### src/rtl/pq_push_ctrl.sv
// pq_push_ctrl: tags priority words with free-list IDs and drives {data,id} cells into the PQ push port.
// Define PQ_PUSH_ID_ROTATE_EN for round-robin ID allocation; lowest-free-index allocation otherwise.
module pq_push_ctrl #(
  parameter int QUEUE_DEPTH = 3,
  parameter int DATA_WIDTH = 16,
  localparam int ID_WIDTH = $clog2(QUEUE_DEPTH) + 1
) (
  input  logic                         clk_i,
  input  logic                         rst_ni,
  input  logic                         req_valid_i,
  output logic                         req_ready_o,
  input  logic [DATA_WIDTH-1:0]        req_data_i,
  output logic [ID_WIDTH-1:0]          req_id_o,
  output logic                         push_valid_o,
  input  logic                         push_ready_i,
  output logic [DATA_WIDTH+ID_WIDTH-1:0] push_cell_o,
  input  logic                         rel_valid_i,
  input  logic [ID_WIDTH-1:0]          rel_id_i,
  output logic [ID_WIDTH:0]            used_cnt_o,
  output logic                         rel_err_o
);
  localparam int NUM_IDS = 2 ** ID_WIDTH;
  localparam logic [ID_WIDTH:0] DEPTH = (ID_WIDTH + 1)'(QUEUE_DEPTH);
  localparam logic [ID_WIDTH:0] ONE = (ID_WIDTH + 1)'(1);
  logic [NUM_IDS-1:0] bitmap_q, bitmap_d;
  logic [ID_WIDTH:0] cnt_q, cnt_d;
  logic push_valid_q, push_valid_d;
  logic [DATA_WIDTH+ID_WIDTH-1:0] push_cell_q, push_cell_d;
  logic rel_err_q, rel_err_d;
  logic [ID_WIDTH-1:0] alloc_id;
  logic accept, rel_hit;
`ifdef PQ_PUSH_ID_ROTATE_EN
  logic [ID_WIDTH-1:0] last_q, last_d;
  // descending scan so the smallest offset from last_q+1 wins
  always_comb begin
    alloc_id = '0;
    for (int k = NUM_IDS - 1; k >= 0; k--)
      if (!bitmap_q[last_q + ID_WIDTH'(k + 1)]) alloc_id = last_q + ID_WIDTH'(k + 1);
  end
  assign last_d = accept ? alloc_id : last_q;
  always_ff @(posedge clk_i or negedge rst_ni)
    if (!rst_ni) last_q <= '1;
    else last_q <= last_d;
`else
  always_comb begin
    alloc_id = '0;
    for (int k = NUM_IDS - 1; k >= 0; k--)
      if (!bitmap_q[k]) alloc_id = ID_WIDTH'(k);
  end
`endif
  assign req_ready_o = (cnt_q < DEPTH) && (!push_valid_q || push_ready_i);
  assign req_id_o = alloc_id;
  assign accept = req_valid_i && req_ready_o;
  assign rel_hit = rel_valid_i && bitmap_q[rel_id_i];
  // alloc_id comes from the pre-release bitmap, so a just-released ID is never reissued the same cycle
  always_comb begin
    bitmap_d = bitmap_q;
    if (rel_hit) bitmap_d[rel_id_i] = 1'b0;
    if (accept) bitmap_d[alloc_id] = 1'b1;
    cnt_d = (accept && !rel_hit) ? cnt_q + ONE : (!accept && rel_hit) ? cnt_q - ONE : cnt_q;
    push_valid_d = accept || (push_valid_q && !push_ready_i);
    push_cell_d = accept ? {req_data_i, alloc_id} : push_cell_q;
    rel_err_d = rel_valid_i && !bitmap_q[rel_id_i];
  end
  always_ff @(posedge clk_i or negedge rst_ni)
    if (!rst_ni) begin
      bitmap_q <= '0;
      cnt_q <= '0;
      push_valid_q <= 1'b0;
      push_cell_q <= '0;
      rel_err_q <= 1'b0;
    end else begin
      bitmap_q <= bitmap_d;
      cnt_q <= cnt_d;
      push_valid_q <= push_valid_d;
      push_cell_q <= push_cell_d;
      rel_err_q <= rel_err_d;
    end
  assign push_valid_o = push_valid_q;
  assign push_cell_o = push_cell_q;
  assign used_cnt_o = cnt_q;
  assign rel_err_o = rel_err_q;
endmodule

### config.mk
export PLATFORM = sky130hd
export DESIGN_NAME = pq_push_ctrl
export DESIGN_NICKNAME = d
export VERILOG_FILES = /design/src/rtl/pq_push_ctrl.sv
export SDC_FILE = /design/constraint.sdc
export NUM_CORES = 1
export LEC_CHECK = 0
export CAP_MARGIN = 30
export CORE_MARGIN = 3
export CORE_UTILIZATION = 66
export CTS_CLUSTER_DIAMETER = 150
export CTS_CLUSTER_SIZE = 30
export DETAILED_ROUTE_END_ITERATION = 8
export DONT_BUFFER_PORTS = 1
export PLACE_DENSITY = 0.89
export SLEW_MARGIN = 40
export SYNTH_ARGS = -nofsm -noshare
export SYNTH_HDL_FRONTEND = slang
export SYNTH_SLANG_ARGS = --single-unit
### constraint.sdc
create_clock -name clk_i -period 7.2 [get_ports clk_i]
set_clock_uncertainty 0.15 [all_clocks]
set_input_delay 1.8 -clock clk_i [delete_from_list [all_inputs] [get_ports clk_i]]
set_output_delay 1.8 -clock clk_i [all_outputs]
set_load 0.005 [all_outputs]
==> metrics.csv, run 1 <==
stage,metric,value,unit
placement,buffers added on ports,0,
sta,Final Cycle Share,58.9,%
outcome,status,finished clean,
pwr,clock power share,14.8,%
synthesis,"area leader, netlist",dfrtp_1,
clock_tree,hold_buf cts,0,
pwr,cell area power density,410,mW/mm²
worst_setup_path,Setup CP Type,in -> reg,
drt,Via density,6.28,
floorplanning,num ports,53,
placement,pre-CTS WS,2.27,ns
worst_setup_path,WP buf/inv,2,
finish,layout cell share with drive strength beyond 1,10.5,%
clock_tree,CTS tree,done,
hold_path,worst min-delay path category,reg -> reg,
sta,setup_tns,0,ns
clock_tree,total CTS buffers,5,
synthesis,Avg Synthesized Cell Area,9.57,µm²
synthesis,dominant cells by area after synthesis,"dfrtp_1 (50%), nand2_1 (13%), ha_1 (2.3%), mux2i_1 (1.8%), o32ai_4 (1.7%)",
floorplanning,row cnt,17,
synthesis,mux contribution to synthesized area,3.21,%
drt,Routed Antenna Nets,0,
synthesis,synthesized area,0.00164,mm²
synthesis,Synth Warn #,0,
synthesis,largest family of logic cells by synthesized area,simple AND/OR/NAND/NOR gates,
finish,Area Overhead vs Synth,3.29,%
global_route,initial antenna violation count,0,
drt,Iteration-0 DRC Markers,59,
pwr,switching portion of total power,41.4,%
flow_run,Max Cap Violations,0,
worst_setup_path,Crit-path slowest cell,inv_1,
synthesis,Synth top area share,50.5,%
worst_setup_path,worst-path fanout max,23,
floorplanning,Core ar.,0.00228,mm²
clock_tree,postcts setup bufs,0,
pwr,Net Switching,0.286,mW
clock_tree,Worst-path clk slew,0.10,ns
sta,final setup violation count,0,
synthesis,post-synthesis sequential area ratio,50.5,%
drt,vias post-DR,1255,
synthesis,Compound-Gate Fraction of Synth Area,13.1,%
synthesis,"EDFF count, synth",0,
sta,fmax,236,MHz
pwr,LEAKAGE,0.810,nW
floorplanning,chip width,55.8,µm
clock_tree,CTS sink count,33,
worst_setup_path,CP arrival,4.35,ns
finish,Post-Layout Cell Count,200,
worst_setup_path,CP Launch Type,input port,
pwr,Reg power frac,50.1,%
sta,actual slew at the worst max-slew pin,0.638,ns
synthesis,dominant synthesized flop cell,dfrtp_1,
drt,Pre-antenna DRT Iters,4,
global_route,vias in the first global route,1287,
global_route,first-pass GRT wire length,5820,µm
synthesis,syn_nets,199,
drt,residual DRC count,0,
clock_tree,htree depth,2,
synthesis,ys async rst share,100,%
synthesis,Cell variety after synth,43,
worst_setup_path,worst path cell trace,nand2b_1 -> nand3_2 -> inv_1 -> ha_1 -> inv_1 -> ha_1 -> a21o_1 -> a21oi_1 -> mux2i_1 -> xnor2_1,
finish,final instance area,0.00169,mm²
floorplanning,Die Height,55.8,µm
drt,WL final,3410,µm
synthesis,Seq cells post-synth,33,
worst_setup_path,nature of the critical path endpoint,flip-flop,
pwr,combinational share of power,35.1,%
finish,final core utilization,74.3,%
finish,NumNets Final,199,
global_route,All-Layer GR Usage,24.5,%
global_route,grt ovf,0,
placement,dpl cells,192,
floorplanning,initial core utilization,71.9,%
sta,RSZ-0062 raised after global routing,no,
sta,Fin. Hold Viols,0,
sta,Worst Slack Setup Final,2.96,ns
worst_setup_path,CP max stage delay,0.64,ns
sta,Rel. slew slack,57.4,%
pwr,Internal Power,0.406,mW
floorplanning,Die ar.,0.00311,mm²
placement,dpl cell area,0.00163,mm²
sta,fin crit period,4.24,ns
synthesis,Synth Area in Adders,3.52,%
clock_tree,Skew-Pair Late Insertion Delay,0.34,ns
pwr,Peak VDD IR,0.000302,V
global_route,pin count of the biggest net entering global routing,34,
placement,Final Wtd Congestion,0.934,
clock_tree,Root Buffer,clkbuf_4,
clock_tree,post-CTS resize count,0,
synthesis,Post-Syn Instances,171,
finish,Antenna Cells,0,
drt,WL/cell,17.1,µm
synthesis,simple-gate area share of the yosys netlist,24.5,%
worst_setup_path,Crit path max-delay family,buffers and inverters,
sta,Slew Limit Fails,0,
synthesis,Post-Synth XOR/XNOR Area,1.61,%
worst_setup_path,Critical Path RT,7.31,ns
clock_tree,Clock Path Buffers,2,
placement,detailed placer's ending HPWL,2500,µm
-- routing by layer --
layer | up-vias | track usage, % | wire [µm]
met5 | - | 0 | 0
met4 | 0 | 13.5 | 85
met3 | 11 | 10.9 | 334
met2 | 67 | 39.0 | 1740
met1 | 596 | 27.2 | 1250
li1 | 581 | - | -
-- cells in the final DEF, fill, tap and decap left out, types with 2 or more instances in the layout --
cell       Yosys  routed
a21boi_0       2       2
a21oi_1        2       2
a31oi_1        3       3
and2_1         4       4
clkbuf_4       0       5
clkinv_2       0       2
dfrtp_1       33      33
ha_1           3       3
inv_1          5       5
mux2_2         2       2
mux2i_1        3       3
nand2_1       57      57
nand2b_1       4       4
nand3_1        3       2
nand4_1        2       2
nor2_1         6       6
nor3_1         3       3
o2111ai_1      2       2
o21ai_0        5       5
o31ai_1        2       2
xnor2_1        3       3
-- synthesized netlist by cell type (3+ instances only) --
cell,count
ha_1,3
and2_1,4
o21ai_0,5
nand3_1,3
xnor2_1,3
inv_1,5
dfrtp_1,33
nand2b_1,4
a31oi_1,3
nor2_1,6
mux2i_1,3
nand2_1,57
buf_2,3
nor3_1,3
-- kinds of logic (layout without fill, tap and decap cells) --
logic type	after synthesis	in the layout
AOI/OAI and AO/OA	27	27
and+or+nand+nor	87	87
DFF	33	33
xor gates and xnor gates	3	3
buffers and inverters	12	13
muxes	5	5
adders and majority gates	4	4
-- cell type report --
| cell class | count | area [µm²] |
|---|---|---|
| flip-flops and latches | 33 | 826 |
| multi-input cells | 126 | 756 |
| fillers | 160 | 586 |
| clock buffers | 5 | 37.5 |
| well taps | 28 | 35.0 |
| inverters | 5 | 18.8 |
| clock inverters | 3 | 17.5 |
-- final timing paths --
kind,from,endpoint,slack [ns],cells past startpoint
worst min register to register,push_cell_o[5],push_cell_o[5],0.37,2
worst max register to register,used_cnt_o[1],used_cnt_o[3],3.67,10
worst max-delay path,push_ready_i,used_cnt_o[3],2.96,10
worst min-delay path,push_cell_o[5],push_cell_o[5],0.37,2
max in group asynchronous,rst_ni,push_cell_o[15],5.83,0
min in group asynchronous,rst_ni,bitmap_q[6],0.99,0
-- worst reg2reg max path, cell delays in order (launching register included) --
cell and delay (ns):
dfrtp_1 0.47, a211oi_1 0.37, nand3_2 0.42, inv_1 0.65
ha_1 0.28, inv_1 0.09, ha_1 0.29, a21o_1 0.18
a21oi_1 0.17, mux2i_1 0.24, xnor2_1 0.15
-- sequential cells by signal (all words and copies together) (netlist names) --
name          flops
bitmap_q          8
used_cnt_o        4
rel_err_o         1
push_valid_o      1
push_cell_o      19
-- per-stage QoR --
| step | power, mW | hold slack, ns |
|---|---|---|
| floorplan | 0.532 | 0.320 |
| global placement | 0.571 | 0.344 |
| detailed placement | 0.595 | 0.344 |
| CTS | 0.695 | 0.370 |
| global route | 0.755 | 0.400 |
| finish | 0.692 | 0.366 |
-- power by group through the flow --
stage               Sequential [mW]  Clock (mW)  Combinational [mW]
floorplan                     0.328           0               0.204
global placement              0.348           0               0.223
detailed placement            0.351           0               0.244
CTS                           0.349       0.103               0.244
global route                  0.361       0.113               0.281
finish                        0.347       0.102               0.243
No activity file was read; power rests on OpenSTA's default activity.
==> inputs of run 2 (changes only) <==
- CORE_UTILIZATION: 66 -> 61
- PLACE_DENSITY: 0.89 -> 0.84
- clock period: 7.2 -> 4.4 ns (I/O delays scaled with it)
==> run 2 against run 1 <==
Net effect:
- hold slack lost 0.068 ns
- die area grew 7.3%
- sequential power grew 65%
- worst setup slack lost 1.9 ns
- total power grew 64%
- global-route usage shrank 2.1 points
- non-clock buffer count grew 2
- clock-buffer cell count is the same
- first-iteration DRC count grew 37%
- via count shrank 1.0%
==> metrics.csv, run 2 (synthesis results as in run 1) <==
stage,metric,value,unit
worst_setup_path,reg-to-reg startpoint,bitmap_q[2],
clock_tree,Clock Path Buffers,2,
drt,residual DRC count,0,
clock_tree,Skew-Pair Late Insertion Delay,0.33,ns
drt,Routed Antenna Nets,0,
placement,pre-CTS WS,0.781,ns
sta,setup_tns,0,ns
placement,Final Wtd Congestion,0.882,
clock_tree,CTS tree,done,
global_route,vias in the first global route,1202,
global_route,initial antenna violation count,0,
sta,actual slew at the worst max-slew pin,0.370,ns
sta,Worst Slack Setup Final,1.09,ns
finish,final instance area,0.00170,mm²
clock_tree,post-CTS resize count,0,
drt,WL/cell,16.6,µm
worst_setup_path,r2r setup slk,1.34,ns
clock_tree,htree depth,2,
floorplanning,Die Height,57.8,µm
worst_setup_path,CP arrival,3.41,ns
flow_run,Max Cap Violations,0,
floorplanning,Core ar.,0.00252,mm²
pwr,Peak VDD IR,0.000394,V
drt,WL final,3380,µm
worst_setup_path,worst-path fanout max,11,
pwr,LEAKAGE,0.818,nW
sta,Slew Limit Fails,0,
finish,most frequent cells in the layout,"nand2_1 (57), dfrtp_1 (33), nor2_1 (6)",
pwr,Final Power,1.14,mW
worst_setup_path,CP Launch Point,rel_id_i[2],
outcome,status,finished clean,
worst_setup_path,Critical Path RT,4.51,ns
sta,Final Cycle Share,75.1,%
global_route,All-Layer GR Usage,22.4,%
clock_tree,Worst-path clk slew,0.10,ns
worst_setup_path,CP Launch Type,input port,
worst_setup_path,nature of the critical path endpoint,flip-flop,
hold_path,worst min-delay path category,in -> async,
global_route,pin count of the biggest net entering global routing,34,
finish,NumNets Final,201,
sta,Fin. Hold Viols,0,
sta,fmax,303,MHz
finish,Post-Layout Cell Count,204,
drt,Via density,6.09,
clock_tree,postcts setup bufs,0,
sta,RSZ-0062 raised after global routing,no,
clock_tree,CTS sink count,33,
finish,Area Overhead vs Synth,4.05,%
pwr,cell area power density,668,mW/mm²
placement,detailed placer's ending HPWL,2460,µm
floorplanning,Die ar.,0.00334,mm²
placement,dpl cells,196,
worst_setup_path,Setup CP Type,in -> reg,
global_route,grt ovf,0,
finish,max reg flops,19,
drt,vias post-DR,1242,
sta,fin crit period,3.31,ns
floorplanning,num ports,53,
clock_tree,Root Buffer,clkbuf_4,
placement,dpl cell area,0.00165,mm²
drt,Pre-antenna DRT Iters,4,
sta,final setup violation count,0,
finish,layout cell share with drive strength beyond 1,10.9,%
drt,Iteration-0 DRC Markers,81,
clock_tree,hold_buf cts,0,
finish,"commonest non-fill, non-tap cell in the layout",nand2_1,
floorplanning,chip width,57.8,µm
clock_tree,total CTS buffers,5,
floorplanning,initial core utilization,64.9,%
worst_setup_path,FF-to-FF path depth,10,
placement,buffers added on ports,0,
global_route,first-pass GRT wire length,5620,µm
worst_setup_path,capturing point of the worst reg2reg path,used_cnt_o[3],
sta,Rel. slew slack,75.2,%
floorplanning,row cnt,18,
finish,Antenna Cells,0,
[run 2: cell types whose count changed in the layout (fill, tap and decap cells not counted), sizes merged]
cell  delta
buf      +2
[run 2: layout make-up]
| type | count | area (µm²) |
|---|---|---|
| clock inverter | 3 | 17.5 |
| inverter | 5 | 18.8 |
| sequential | 33 | 826 |
| clock buffer | 5 | 37.5 |
| tap | 30 | 37.5 |
| fill | 200 | 820 |
| multi-input combinational | 126 | 751 |
| timing repair buffer | 2 | 15.0 |
[run 2: worst max-delay path: stages]
cell and delay, ns:
and4bb_2 0.22, or4_4 0.57, o21ai_0 0.19, ha_1 0.20
inv_1 0.10, ha_1 0.28, a21o_1 0.18, a21oi_1 0.17
mux2i_1 0.25, xnor2_1 0.15
[run 2: worst max path at each step]
stage	end	cells after the start	slack (ns)
2_1_floorplan	used_cnt_o[3]	11	0.90
3_3_place_gp	used_cnt_o[3]	10	0.90
3_5_place_dp	used_cnt_o[3]	10	0.78
4_1_cts	used_cnt_o[3]	10	1.12
5_1_grt	used_cnt_o[3]	10	1.02
6_report	used_cnt_o[3]	10	1.09
[run 2: routing by layer]
metal / vias up / share of wire (%) / track usage (%)
met5: - / 0 / 0
met4: 0 / 1.7 / 10.6
met3: 5 / 7.7 / 7.57
met2: 55 / 50 / 34.7
met1: 596 / 41 / 28.2
li1: 586 / - / -
[run 2: power breakdown]
part | internal (mW) | leakage (nW) | switching [mW]
logic | 0.179 | 0.383 | 0.225
registers | 0.434 | 0.404 | 0.137
clock network | 0.0601 | 0.0310 | 0.103
total | 0.673 | 0.818 | 0.465
[run 2: metrics by stage]
| step | utilization (%) | hold WS (ns) |
|---|---|---|
| floorplan | - | 0.320 |
| global placement | 65.3 | 0.344 |
| detailed placement | 65.3 | 0.344 |
| CTS | 67.5 | 0.281 |
| global route | 67.5 | 0.272 |
| finish | 67.5 | 0.298 |
==> inputs of run 3 (changes only) <==
- CORE_UTILIZATION: 61 -> 55
- PLACE_DENSITY: 0.84 -> 0.8
- clock period: 4.4 -> 2.8 ns (I/O delays scaled with it)
==> run 3 against run 2 <==
Net effect:
- combinational power up 83%
- final cell count up 3.9%
- flip-flop and latch count unchanged
- register-to-register slack worse by 1.2 ns
- hold slack worse by 0.25 ns
- utilization down 3.6 points
- worst setup slack worse by 0.96 ns
- largest cell class unchanged
- largest power group unchanged
- highest routed layer unchanged
==> metrics.csv, run 3 (synthesis results as in run 1) <==
stage,metric,value,unit
clock_tree,Worst-path clk slew,0.11,ns
clock_tree,Root Buffer,clkbuf_4,
finish,Area Overhead vs Synth,9.56,%
clock_tree,Clock Path Buffers,2,
global_route,pin count of the biggest net entering global routing,34,
worst_setup_path,Setup CP Type,reg -> reg,
drt,Pre-antenna DRT Iters,4,
drt,Iteration-0 DRC Markers,99,
clock_tree,Skew-Pair Late Insertion Delay,0.32,ns
sta,actual slew at the worst max-slew pin,0.403,ns
floorplanning,Die ar.,0.00367,mm²
sta,Final Cycle Share,95.0,%
worst_setup_path,CP arrival,2.76,ns
sta,minimum hold slack,0.0434,ns
clock_tree,CTS sink count,33,
drt,WL final,3490,µm
finish,register area,827,µm²
placement,Final Wtd Congestion,0.877,
worst_setup_path,capturing point of the worst reg2reg path,used_cnt_o[3],
global_route,All-Layer GR Usage,20.3,%
pwr,cell area power density,1040,mW/mm²
sta,fin crit period,2.66,ns
pwr,LEAKAGE,0.859,nW
drt,Via density,5.96,
sta,setup_tns,0,ns
global_route,grt ovf,0,
worst_setup_path,nature of the critical path endpoint,flip-flop,
sta,final setup violation count,0,
drt,vias post-DR,1263,
floorplanning,num ports,53,
global_route,first-pass GRT wire length,5510,µm
sta,Rel. slew slack,73.0,%
floorplanning,Core ar.,0.00281,mm²
clock_tree,total CTS buffers,5,
worst_setup_path,CP Launch Type,flip-flop,
finish,layout cell share with drive strength beyond 1,17.1,%
finish,"commonest non-fill, non-tap cell in the layout",nand2_1,
floorplanning,chip width,60.6,µm
finish,multi-input logic area,774,µm²
worst_setup_path,r2r setup slk,0.14,ns
worst_setup_path,Critical Path RT,2.90,ns
sta,Fin. Hold Viols,0,
drt,Routed Antenna Nets,0,
floorplanning,initial core utilization,58.3,%
floorplanning,row cnt,19,
placement,dpl cell area,0.00172,mm²
finish,max reg flops,19,
finish,Antenna Cells,0,
finish,most frequent cells in the layout,"nand2_1 (57), dfrtp_1 (32), buf_4 (8), nor2_1 (6), clkbuf_4 (5)",
drt,residual DRC count,0,
finish,NumNets Final,208,
finish,Post-Layout Cell Count,212,
finish,fill count,237,
placement,detailed placer's ending HPWL,2570,µm
floorplanning,Die Height,60.6,µm
worst_setup_path,worst-path fanout max,5,
flow_run,Max Cap Violations,0,
clock_tree,CTS tree,done,
finish,final instance area,0.00179,mm²
sta,fmax,376,MHz
worst_setup_path,reg-to-reg startpoint,bitmap_q[7],
global_route,initial antenna violation count,0,
worst_setup_path,FF-to-FF path depth,10,
outcome,status,finished clean,
finish,final core utilization,63.9,%
hold_path,worst min-delay path category,in -> async,
global_route,vias in the first global route,1238,
sta,Slew Limit Fails,0,
drt,WL/cell,16.5,µm
clock_tree,postcts setup bufs,0,
placement,buffers added on ports,0,
clock_tree,htree depth,2,
pwr,Peak VDD IR,0.000572,V
placement,dpl cells,203,
-- run 3: final cells by class --
class                      count  area share (%)
clock buffer                   6            2.30
multi-input combinational    126            43.2
inverter                       5            1.19
sequential                    33            46.1
tap                           31            2.16
clock inverter                 2           0.558
timing repair buffer           9            4.47
-- run 3: worst max path at each step --
stage	from	endpoint	slack, ns	depth (start not counted)
floorplan	rel_id_i[2]	used_cnt_o[3]	-0.13	11
global placement	rel_id_i[2]	used_cnt_o[3]	-0.11	10
detailed placement	rel_id_i[2]	used_cnt_o[3]	-0.19	10
CTS	bitmap_q[2]	used_cnt_o[3]	0.09	10
global route	bitmap_q[7]	used_cnt_o[3]	-0.004	10
finish	bitmap_q[7]	used_cnt_o[3]	0.14	10
-- run 3: critical path, stage by stage, from the launching register on --
cell,delay (ns)
dfrtp_2,0.45
and4_4,0.16
or4_4,0.54
o21ai_2,0.13
ha_2,0.22
inv_4,0.06
ha_4,0.20
a21o_1,0.16
a21oi_2,0.16
mux2i_1,0.24
xnor2_1,0.13
-- run 3: layer usage --
| metal | vias to the layer above | GRT usage, % | wire, µm |
|---|---|---|---|
| met1 | 588 | 25.7 | 1450 |
| li1 | 603 | - | - |
| met4 | 0 | 8.36 | 50 |
| met5 | - | 0 | 0 |
| met2 | 66 | 33.3 | 1760 |
| met3 | 6 | 4.89 | 234 |
-- run 3: report_power, final --
part	leakage, nW	internal, mW	switching (mW)	total, mW
logic	0.425	0.337	0.399	0.736
registers	0.403	0.682	0.198	0.880
clock network	0.0320	0.0957	0.158	0.254
-- run 3: metrics by stage --
step                      setup slack, ns  power [mW]
after floorplan                    -0.130        1.40
after global placement             -0.110        1.56
after detailed placement           -0.195        1.61
after CTS                          0.0945        1.88
after global routing             -0.00351        2.04
final                               0.139        1.87
-- run 3: what timing repair did --
item | in CTS | in global routing
endpoints found under the setup margin | 0 | 1
hold buffers | 1 | 0
gates resized for setup | 0 | 2
hold endpoints to repair | 33 | 0
